**src/rtl/paobiao_countdown.sv**
```systemverilog
`default_nettype none
// +----------------------------------------------------------------------------+
// | paobiao_countdown: presettable MM:SS.cc BCD countdown timer, 100 Hz TICK,   |
// | DONE pulse and ALARM level on expiry. Define AUTO_RELOAD_EN for reload.    |
// | Revision: 1.0                                                              |
// +----------------------------------------------------------------------------+
module paobiao_countdown #(
  parameter int MH_MAX      = 5,
  parameter int ALARM_TICKS = 200
) (
  input  logic       CLK,
  input  logic       CLR,
  input  logic       TICK,
  input  logic       LOAD,
  input  logic [3:0] LMH,
  input  logic [3:0] LML,
  input  logic [3:0] LSH,
  input  logic [3:0] LSL,
  input  logic       START,
  input  logic       PAUSE,
  output logic [3:0] MH,
  output logic [3:0] ML,
  output logic [3:0] SH,
  output logic [3:0] SL,
  output logic [3:0] MSH,
  output logic [3:0] MSL,
  output logic       RUN,
  output logic       DONE,
  output logic       ALARM
);

  localparam logic [3:0] c_mh_max      = (MH_MAX > 9) ? 4'd9 : 4'(MH_MAX);
  localparam logic [7:0] c_alarm_last  = 8'(ALARM_TICKS - 1);

  typedef enum logic [1:0] {
    ST_IDLE  = 2'd0,
    ST_RUN   = 2'd1,
    ST_HOLD  = 2'd2,
    ST_ALARM = 2'd3
  } state_t;

  state_t     r_state;
  logic [7:0] r_alarm_cnt;
  logic [3:0] r_pmh, r_pml, r_psh, r_psl;

  logic [3:0] w_lmh, w_lml, w_lsh, w_lsl;
  logic [3:0] w_dmh, w_dml, w_dsh, w_dsl, w_dmsh, w_dmsl;
  logic       w_b0, w_b1, w_b2, w_b3, w_b4;
  logic       w_is_zero, w_is_one;

  always_comb begin
    w_lmh = (LMH > c_mh_max) ? c_mh_max : LMH;
    w_lml = (LML > 4'd9) ? 4'd9 : LML;
    w_lsh = (LSH > 4'd5) ? 4'd5 : LSH;
    w_lsl = (LSL > 4'd9) ? 4'd9 : LSL;
  end

  // Borrow ripples from centiseconds up; seconds-tens wraps to 5.
  always_comb begin
    w_b0   = (MSL == 4'd0);
    w_dmsl = w_b0 ? 4'd9 : MSL - 4'd1;
    w_dmsh = w_b0 ? ((MSH == 4'd0) ? 4'd9 : MSH - 4'd1) : MSH;
    w_b1   = w_b0 && (MSH == 4'd0);
    w_dsl  = w_b1 ? ((SL == 4'd0) ? 4'd9 : SL - 4'd1) : SL;
    w_b2   = w_b1 && (SL == 4'd0);
    w_dsh  = w_b2 ? ((SH == 4'd0) ? 4'd5 : SH - 4'd1) : SH;
    w_b3   = w_b2 && (SH == 4'd0);
    w_dml  = w_b3 ? ((ML == 4'd0) ? 4'd9 : ML - 4'd1) : ML;
    w_b4   = w_b3 && (ML == 4'd0);
    w_dmh  = w_b4 ? MH - 4'd1 : MH;
    w_is_zero = ({MH, ML, SH, SL, MSH, MSL} == 24'h0);
    w_is_one  = ({MH, ML, SH, SL, MSH, MSL} == 24'h1);
  end

  always_ff @(posedge CLK) begin
    if (!CLR) begin
      r_state     <= ST_IDLE;
      r_alarm_cnt <= 8'd0;
      r_pmh <= 4'd0; r_pml <= 4'd0; r_psh <= 4'd0; r_psl <= 4'd0;
      MH  <= 4'd0; ML  <= 4'd0; SH <= 4'd0; SL <= 4'd0;
      MSH <= 4'd0; MSL <= 4'd0;
      RUN <= 1'b0; DONE <= 1'b0; ALARM <= 1'b0;
    end else begin
      DONE <= 1'b0;
      case (r_state)
        ST_IDLE, ST_HOLD: begin
          if (LOAD) begin
            r_pmh <= w_lmh; r_pml <= w_lml; r_psh <= w_lsh; r_psl <= w_lsl;
            MH  <= w_lmh; ML  <= w_lml; SH <= w_lsh; SL <= w_lsl;
            MSH <= 4'd0;  MSL <= 4'd0;
          end else if (!PAUSE && START && !w_is_zero) begin
            r_state <= ST_RUN;
            RUN     <= 1'b1;
          end
        end
        ST_RUN: begin
          if (PAUSE) begin
            r_state <= ST_HOLD;
            RUN     <= 1'b0;
          end else if (TICK) begin
            if (w_is_one) begin
              DONE <= 1'b1;
`ifdef AUTO_RELOAD_EN
              MH  <= r_pmh; ML  <= r_pml; SH <= r_psh; SL <= r_psl;
              MSH <= 4'd0;  MSL <= 4'd0;
`else
              MSL         <= 4'd0;
              RUN         <= 1'b0;
              ALARM       <= 1'b1;
              r_alarm_cnt <= 8'd0;
              r_state     <= ST_ALARM;
`endif
            end else if (!w_is_zero) begin
              MH  <= w_dmh;  ML  <= w_dml;  SH <= w_dsh; SL <= w_dsl;
              MSH <= w_dmsh; MSL <= w_dmsl;
            end
          end
        end
        ST_ALARM: begin
          if (LOAD) begin
            r_pmh <= w_lmh; r_pml <= w_lml; r_psh <= w_lsh; r_psl <= w_lsl;
            MH  <= w_lmh; ML  <= w_lml; SH <= w_lsh; SL <= w_lsl;
            MSH <= 4'd0;  MSL <= 4'd0;
            ALARM   <= 1'b0;
            r_state <= ST_IDLE;
          end else if (PAUSE) begin
            r_state <= ST_ALARM;
          end else if (START) begin
            ALARM   <= 1'b0;
            r_state <= ST_IDLE;
          end else if (TICK) begin
            if (r_alarm_cnt == c_alarm_last) begin
              ALARM       <= 1'b0;
              r_alarm_cnt <= 8'd0;
              r_state     <= ST_IDLE;
            end else begin
              r_alarm_cnt <= r_alarm_cnt + 8'd1;
            end
          end
        end
        default: begin
          r_state <= ST_IDLE;
          RUN     <= 1'b0;
          ALARM   <= 1'b0;
        end
      endcase
    end
  end

endmodule
`default_nettype wire

```
**config.mk**
```make
export PLATFORM = sky130hd
export DESIGN_NAME = paobiao_countdown
export DESIGN_NICKNAME = d
export VERILOG_FILES = /design/src/rtl/paobiao_countdown.sv
export SDC_FILE = /design/constraint.sdc
export NUM_CORES = 1
export LEC_CHECK = 0
export CORE_MARGIN = 1.5
export CORE_UTILIZATION = 44
export CTS_BUF_LIST = sky130_fd_sc_hd__clkbuf_4 sky130_fd_sc_hd__clkbuf_8
export DETAILED_ROUTE_END_ITERATION = 7
export HOLD_SLACK_MARGIN = 0.15
export PLACE_DENSITY = 0.7
export REMOVE_ABC_BUFFERS = 1
export SYNTH_ARGS = -nofsm -noshare
export SYNTH_HDL_FRONTEND = slang
export SYNTH_SLANG_ARGS = --single-unit
export TNS_END_PERCENT = 10
```
**constraint.sdc**
```tcl
create_clock -name CLK -period 3.9 [get_ports CLK]
set_input_delay 0.585 -clock CLK [delete_from_list [all_inputs] [get_ports CLK]]
set_output_delay 0.585 -clock CLK [all_outputs]
set_load 0.01 [all_outputs]
```
Yosys cells after proc, flatten, opt, wreduce, memory -nomap -nowiden
Index checks and enable logic that the tools add are counted.
{ "totals": {"ff_bits": 37, "output_inout_bits": 27} }
{ "op_classes": {"add_sub_neg": 7, "n_lt_le_gt_ge": 4, "eq_ne": 30, "n_mux": 85, "n_bitwise": 3, "reduce_logical": 30} }
{ "ops": {"columns": ["op", "count"], "rows": [
  ["$mux W4", 43],
  ["$mux W8", 8],
  ["$pmux W4 S2", 6],
  ["$reduce_and A6 Y1", 6],
  ["$ne A2 B2 Y1 const B", 16],
  ["$eq A24 B1 Y1 const B", 1],
  ["$logic_not A24 Y1", 1],
  ["$sub A4 B1 Y4 const B", 6],
  ["$logic_not A4 Y1", 5],
  ["$mux W2", 10],
  ["$pmux W8 S2", 1],
  ["$mux W1", 14],
  ["$ne A3 B3 Y1 const B", 4],
  ["$ne A5 B5 Y1 const B", 2],
  ["$add A8 B1 Y8 const B", 1],
  ["$eq A8 B8 Y1 const B", 1],
  ["$gt A4 B3 Y1 const B", 2],
  ["$gt A4 B4 Y1 const B", 2],
  ["$ne A4 B4 Y1 const B", 2],
  ["$reduce_and A8 Y1", 1],
  ["$reduce_and A7 Y1", 1],
  ["$logic_and A1 B1 Y1", 6],
  ["$pmux W2 S3", 1],
  ["$reduce_and A5 Y1", 1],
  ["other kinds (12)", 18]
]} }

Longest topological paths before layout
Gate-level depths: netlist (run 1).
{ "depth": {"ltp_word": 11, "ltp_mapped": 9} }

Worst setup path after synthesis (run 1)
Ideal clock, no wire load.
{ "synth_path": {"path_kind": "register to register", "from": "reg MSH[0]", "to": "reg SH[2]", "setup_time_ns": 0.060, "t_arrival_ns": 2.189, "setup_slack_ns": 1.651, "path_stages_with_launch": 9, "path_buffers": 1, "synth_period_minus_slack_ns": 2.249, "path_cell_list": "dfxtp_1 > inv_1 > ha_1 > or3b_1 > buf_2 > or4_4 > a211o_1 > a21oi_2 > o221a_1"} }
{ "synth_between": {"elab_chain_cells": 5, "word_cells_on_any_way": 9} }
{ "synth_rtl": {"columns": ["element", "line", "source"], "rows": [
  ["from (decl)", "25", "output logic [3:0] MSH,"],
  ["from (signal assigned)", "115", "MSH <= w_dmsh; MSL <= w_dmsl;"],
  ["parallel branches: the longest is 4 deep, another holds $eq A24 B1 Y1", null, null],
  ["$reduce_and A6 Y1 (no source line) (*)", null, null],
  ["to (signal assigned)", "89", "MH <= w_lmh; ML <= w_lml; SH <= w_lsh; SL <= w_lsl;"],
  ["to (signal assigned)", "114", "MH <= w_dmh; ML <= w_dml; SH <= w_dsh; SL <= w_dsl;"],
  ["to (signal assigned)", "122", "MH <= w_lmh; ML <= w_lml; SH <= w_lsh; SL <= w_lsl;"],
  ["to (decl)", "23", "output logic [3:0] SH,"]
]} }
Mark *: on every way between the ends.
A chain may end at the register's enable or synchronous reset.

Worst setup path after layout (run 1)
{ "layout_path": {"from": "in PAUSE", "to": "reg MH[2]"} }
{ "layout_between": {"elab_chain_cells": 2} }
{ "layout_rtl": {"columns": ["element", "line", "source"], "rows": [
  ["from (decl)", "20", "input logic PAUSE,"],
  ["$ne A2 B2 Y1 (no source line)", null, null],
  ["$reduce_and A6 Y1 (no source line)", null, null],
  ["to (signal assigned)", "89", null],
  ["to (signal assigned)", "114", null],
  ["to (signal assigned)", "122", null],
  ["to (decl)", "21", "output logic [3:0] MH,"]
]} }
No other way between the ends.

==> impl_metrics.yaml, run 1 <==
setup_path:
  setup.worst_path.start_class: "input pin"
  type_of_element_capturing_the_critical_path: "flop"
  crit_arrival_ps: 2900
  setup.reg_to_reg.worst_slack_ps: 1270
  crit_start: "PAUSE"
  worst_r2r_startpoint: "MH[0]$_SDFFE_PN0P_"
  timing_worst_setup_path_type: "input pin to flop"
  worst-path-max-fanout: 12
  critPathRequiredTime_ps: 4120
  reg2reg_depth: 8
  crit-reg2reg-capture: "r_alarm_cnt[4]$_SDFFE_PN0P_"
logic_synthesis:
  ffs_latches_synth: 37
  netlist.area_leader.share: 0.3023
  post-synth-top-area-cell: "dfxtp_1"
  yosys_warnings: 0
  synth_area_sq_um: 2450
  synth.yosys.seq_area_share: 0.3023
  asyncSetResetFlopFracSynth: 0
  ys_top_cells_by_area: "dfxtp_1, a21oi_1, nor2_1"
  syn_avg_cell_area_sq_um: 7.827
  top_post_synthesis_cells_by_count: "dfxtp_1, a21oi_1, nor2_1, nand2_1"
  synth.distinct_cells: 62
  syn-instance-count: 313
  synth-main-ff-cell: "dfxtp_1"
  yosys.cell_count.top_type: "dfxtp_1"
  synth_enable_flop_cells: 0
clocking:
  clk_pin_slew_ps: 70
  cts_sinks: 37
  clock_tree.htree_level_count: 2
  cts_setup_buffers: 0
  worstSkewPairLatency_ps: 280
  cts_root_buf: "clkbuf_8"
  max-clock-path-buffers: 2
  cts-hold-fix-buffers: 0
  clock_tree_from_tritoncts: "built"
  cts-buffers-inserted: 5
  cts.repair.resized: 0
min_path:
  min_delay_path_depth: 2
  holdCritPathClass: "flop to flop"
  min_delay_worst_endpoint: "r_alarm_cnt[1]$_SDFFE_PN0P_"
  hold_path_startpoint: "r_alarm_cnt[1]$_SDFFE_PN0P_"
grt:
  first_pass_grt_wire_length_um: 11190
  globalRoute.totalOverflow: 0
  globalRouteTotalUtil: 0.2252
  vias_in_the_first_global_route: 2340
  grt_start_max_net_pins: 21
  number_of_antenna_violations_at_the_first_check_in_global_routing: 0
timing:
  max_slew_margin: 0.2815
  report.final.hold_viol_count: 0
  pins_over_slew_limit: 0
  rsz0062_at_grt: "no"
  max_freq_mhz: 372.5
  transition_time_at_the_pin_with_the_least_slew_margin_ps: 1073
  period_minus_slack_ps: 2685
  final_min_period_over_clock_period: 0.6884
  final.setup.tns_ps: 0
  fin_worst_skew_ps: 3.130
  setup-violations-final: 0
final_layout:
  layout.nets: 387
  finish.utilization: 0.5917
  drive_above_1_share: 0.08357
  postLayoutCellArea_sq_um: 3099
  antenna_cells_inserted: 0
  area_delta_synth_final_pct: 26.51
floorplan:
  dieHeight_um: 77.62
  top_level_ports: 49
  fp-row-count: 26
  core_sq_um: 5238
  dieWidth_um: 77.62
  floorplan.die_area_sq_um: 6024
  floorplan.initialDensity: 0.4677
drt:
  drt_first_iter_violations: 174
  final_antenna_net_count: 0
  dr_total_vias: 2567
  routed_wl_um: 6471
  detail_route.drc_violations: 0
  post_drt_via_cell_ratio: 5.984
  routed_wire_length_per_instance_um: 15.08
  detail_route.first_pass.iterations: 4
placement:
  globalplace.congestion: 0.8825
  post_place_instance_area_sq_um: 2998
  dpl.hpwl_um: 4771
  port_buffers: 48
pwr:
  cellLeakagePower_uw: 0.001104
  power_per_cell_area_nw_per_um2: 300.1
  max-vdd-ir-drop_v: 0.0002012
flow_run:
  drv.max_cap_violation_count: 0
status:
  run_status: "finished, final reports clean"
## cell families after synthesis
logic type / synth area share
fa+ha+maj: 0.03575
flops: 0.3023
mux: 0.005617
compound gates: 0.2763
buf+inv: 0.04495
simple gates: 0.3350
## flip-flops by register name, summed over array words and instances, names as in the netlist, 2 cells and up
name	cells
MH	4
ML	4
MSH	4
MSL	4
SH	4
SL	4
r_alarm_cnt	8
r_state	2
## power by group
part / leakage (uW) / total (uW) / internal (uW) / switching (uW)
Sequential: 0.000302 / 416 / 393 / 22.6
Combinational: 0.000748 / 223 / 106 / 117
Clock: 0.0000542 / 292 / 160 / 132
## per-layer routing
metal | global-route usage | up-vias | share of wire | wire (um)
met1 | 0.3122 | 1218 | 0.50 | 3204
li1 | - | 1290 | - | -
met2 | 0.3609 | 54 | 0.46 | 3003
met3 | 0.04000 | 5 | 0.033 | 215
met4 | 0.05273 | 0 | 0.0074 | 48
met5 | 0 | - | 0 | 0
## how the worst max path moves through the flow
stage | to | slack (ps) | cells after the start
after floorplan | r_alarm_cnt[4]$_SDFFE_PN0P_ | 1260 | 7
after global placement | r_alarm_cnt[4]$_SDFFE_PN0P_ | 1060 | 6
after detailed placement | r_alarm_cnt[4]$_SDFFE_PN0P_ | 990 | 6
after CTS | MH[2]$_SDFFE_PN0P_ | 1270 | 6
after global routing | r_alarm_cnt[4]$_SDFFE_PN0P_ | 1010 | 6
final | MH[2]$_SDFFE_PN0P_ | 1220 | 6
## metrics by stage
step           hold slack, ps  cells  setup WS [ps]  total power (uW)
2_1_floorplan           444.4    297           1265             548.3
3_3_place_gp            458.3    421           1059             644.0
3_5_place_dp            473.9    421          990.8             644.8
4_1_cts                 484.5    429           1270             938.6
5_1_grt                 517.3    429           1013             980.5
6_report                478.6    429           1215             929.9
## critical path, cell delays in order
cell and delay, ps:
clkdlybuf4s50_1 600, nor4bb_1 740, nand3_1 200, o21a_1 280, or3_1 380, a21oi_1 120
## placed cells by master, fill, tap and decap left out, types with 7 or more instances in the layout
cell type and n:
dfxtp_1 37, a31oi_1 10, o21ai_1 7, clkbuf_8 7, o21ai_0 12, clkdlybuf4s50_1 48, nand3_1 11, nor4_1 7
a21oi_1 30, ha_1 7, nor3_1 11, nor2_1 25, inv_1 12, nand2_1 19
## final cells by class
type,instances,area [sq um]
fill,489,2138
multi-input combinational,248,1599
sequential,37,740.7
timing repair buffer,54,525.5
clock buffer,7,96.34
tap,70,87.58
inverter,12,45.04
clock inverter,1,5.005
(Power assumes the default switching activity.)
==> run 2: changes to the inputs <==
--- a/config.mk
+++ b/config.mk
@@ -10,7 +10,7 @@
 export CTS_BUF_LIST = sky130_fd_sc_hd__clkbuf_4 sky130_fd_sc_hd__clkbuf_8
 export DETAILED_ROUTE_END_ITERATION = 7
 export HOLD_SLACK_MARGIN = 0.15
-export PLACE_DENSITY = 0.7
+export PLACE_DENSITY = 0.73
 export REMOVE_ABC_BUFFERS = 1
 export SYNTH_ARGS = -nofsm -noshare
 export SYNTH_HDL_FRONTEND = slang
==> constraint.sdc (replaced) <==
create_clock -name CLK -period 2.25 [get_ports CLK]
set_input_delay 0.3375 -clock CLK [delete_from_list [all_inputs] [get_ports CLK]]
set_output_delay 0.3375 -clock CLK [all_outputs]
set_load 0.01 [all_outputs]
==> impl_metrics.yaml, run 2 (synthesis results as in run 1) <==
timing:
  transition_time_at_the_pin_with_the_least_slew_margin_ps: 469.7
  setup-violations-final: 0
  pins_over_slew_limit: 0
  report.final.hold_viol_count: 0
  max_slew_margin: 0.6842
  rsz0062_at_grt: "yes"
  fin_worst_skew_ps: 8.147
  max_freq_mhz: 461.1
  layout_setup_ws_ps: 81.23
  final_min_period_over_clock_period: 0.9639
  final.setup.tns_ps: 0
  period_minus_slack_ps: 2169
min_path:
  holdCritPathClass: "flop to flop"
  min_delay_worst_endpoint: "r_alarm_cnt[1]$_SDFFE_PN0P_"
  hold_path_startpoint: "r_alarm_cnt[1]$_SDFFE_PN0P_"
  min_delay_path_depth: 2
grt:
  number_of_antenna_violations_at_the_first_check_in_global_routing: 0
  globalRoute.totalOverflow: 0
  grt_start_max_net_pins: 28
  globalRouteTotalUtil: 0.2492
  vias_in_the_first_global_route: 2628
  first_pass_grt_wire_length_um: 12180
flow_run:
  drv.max_cap_violation_count: 0
drt:
  routed_wl_um: 7633
  dr_total_vias: 2885
  routed_wire_length_per_instance_um: 15.87
  drt_first_iter_violations: 208
  dr_wl_met2_um: 3695
  met3_length_um: 443
  detail_route.first_pass.iterations: 7
  post_drt_via_cell_ratio: 5.998
  final_antenna_net_count: 0
  detail_route.drc_violations: 0
  wl_met1_um: 3309
  dr.max_layer_used: "met4"
floorplan:
  core_sq_um: 5238
  floorplan.initialDensity: 0.4677
  dieHeight_um: 77.62
  floorplan.die_area_sq_um: 6024
  top_level_ports: 49
  dieWidth_um: 77.62
  fp-row-count: 26
clocking:
  cts_sinks: 37
  worstSkewPairLatency_ps: 300
  clock_tree.htree_level_count: 2
  cts-hold-fix-buffers: 0
  cts-buffers-inserted: 5
  cts_root_buf: "clkbuf_8"
  clock_tree_from_tritoncts: "built"
  max-clock-path-buffers: 2
  clk_pin_slew_ps: 80
setup_path:
  critPathRequiredTime_ps: 2500
  type_of_element_capturing_the_critical_path: "flop"
  setup.reg_to_reg.worst_slack_ps: 80
  worst_r2r_startpoint: "SL[1]$_SDFFE_PN0P_"
  worst-path-max-fanout: 6
  crit_arrival_ps: 2410
  crit-reg2reg-capture: "SH[2]$_SDFFE_PN0P_"
  reg2reg_depth: 5
  setup.worst_path.start_class: "flop"
  timing_worst_setup_path_type: "flop to flop"
final_layout:
  layoutNonFillerInstCount: 481
  postLayoutCellArea_sq_um: 3595
  fillCellCount: 445
  layout.cells.most_common: "buf_4"
  drive_above_1_share: 0.2360
  layout_common_cells: "buf_4, clkdlybuf4s50_1, dfxtp_1, a21oi_1, nor2_1"
  area_delta_synth_final_pct: 46.73
  layout.nets: 439
  finish.utilization: 0.6863
  antenna_cells_inserted: 0
  number_of_flip_flops_under_the_largest_register_name: 8
  regMostFlops: "r_alarm_cnt"
placement:
  dp.cells: 469
  globalplace.congestion: 0.9045
  port_buffers: 48
  place_worst_setup_slack_ps: -206.5
  post_place_instance_area_sq_um: 3358
  dpl.hpwl_um: 5516
pwr:
  power_per_cell_area_nw_per_um2: 486.2
  cellLeakagePower_uw: 0.001376
  max-vdd-ir-drop_v: 0.0004026
status:
  run_status: "finished, final reports clean"
run 2: changes by cell type in the layout (fill, tap and decap cells not counted), sizes merged:
cell and change:
buf +51, a31oi +1
run 2: power breakdown:
part / leakage, uW / total, uW / internal [uW] / switching [uW]
sequential: 0.000303 / 701 / 681 / 19.9
clock: 0.0000542 / 526 / 277 / 249
combinational: 0.00102 / 520 / 255 / 265
total: 0.00138 / 1750 / 1210 / 534
run 2: how the worst max path moves through the flow:
stage                              from                     endpoint  slack (ps)  cells past startpoint
finish               SL[1]$_SDFFE_PN0P_           SH[2]$_SDFFE_PN0P_          80                      5
global route        MSH[0]$_SDFFE_PN0P_          MSH[0]$_SDFFE_PN0P_          -7                      9
CTS                 MSL[1]$_SDFFE_PN0P_  r_alarm_cnt[2]$_SDFFE_PN0P_          -6                      7
detailed placement                 TICK  r_alarm_cnt[2]$_SDFFE_PN0P_        -210                      6
global placement                   TICK  r_alarm_cnt[4]$_SDFFE_PN0P_        -120                      6
floorplan            MH[0]$_SDFFE_PN0P_  r_alarm_cnt[4]$_SDFFE_PN0P_        -390                      7
run 2: critical path, stage by stage, from the launching register on:
cell	delay (ps)
dfxtp_1	360
or4_4	550
or4_4	570
a211o_1	260
a21oi_2	180
o221a_1	180
run 2: per-layer routing:
| layer | vias to the layer above | track usage |
|---|---|---|
| met5 | - | 0 |
| met4 | 0 | 0.09273 |
| met3 | 19 | 0.04588 |
| met2 | 109 | 0.4235 |
| met1 | 1351 | 0.3107 |
| li1 | 1406 | - |
run 2: layout make-up:
type,count,area [sq um],area share
Clock inverter,1,5.005,0.001392
Sequential cell,37,743.2,0.2068
Clock buffer,7,96.34,0.02680
Timing Repair Buffer,105,915.9,0.2548
Tap cell,70,87.58,0.02436
Multi-Input combinational cell,249,1702,0.4734
Inverter,12,45.04,0.01253
run 2: per-stage QoR:
step | total power, uW | hold WS, ps
3_3_place_gp | 1184 | 460.8
4_1_cts | 1728 | 480.9
2_1_floorplan | 950.3 | 444.4
6_report | 1748 | 482.9
3_5_place_dp | 1194 | 470.0
5_1_grt | 1826 | 504.1
run 2: timing repair:
action / 4_1_cts / 5_1_grt
resized for setup: 8 / 16
cloned: 0 / 1
endpoints found under the setup margin: 9 / 23
setup buffers: 0 / 3
pin swaps: 2 / 11
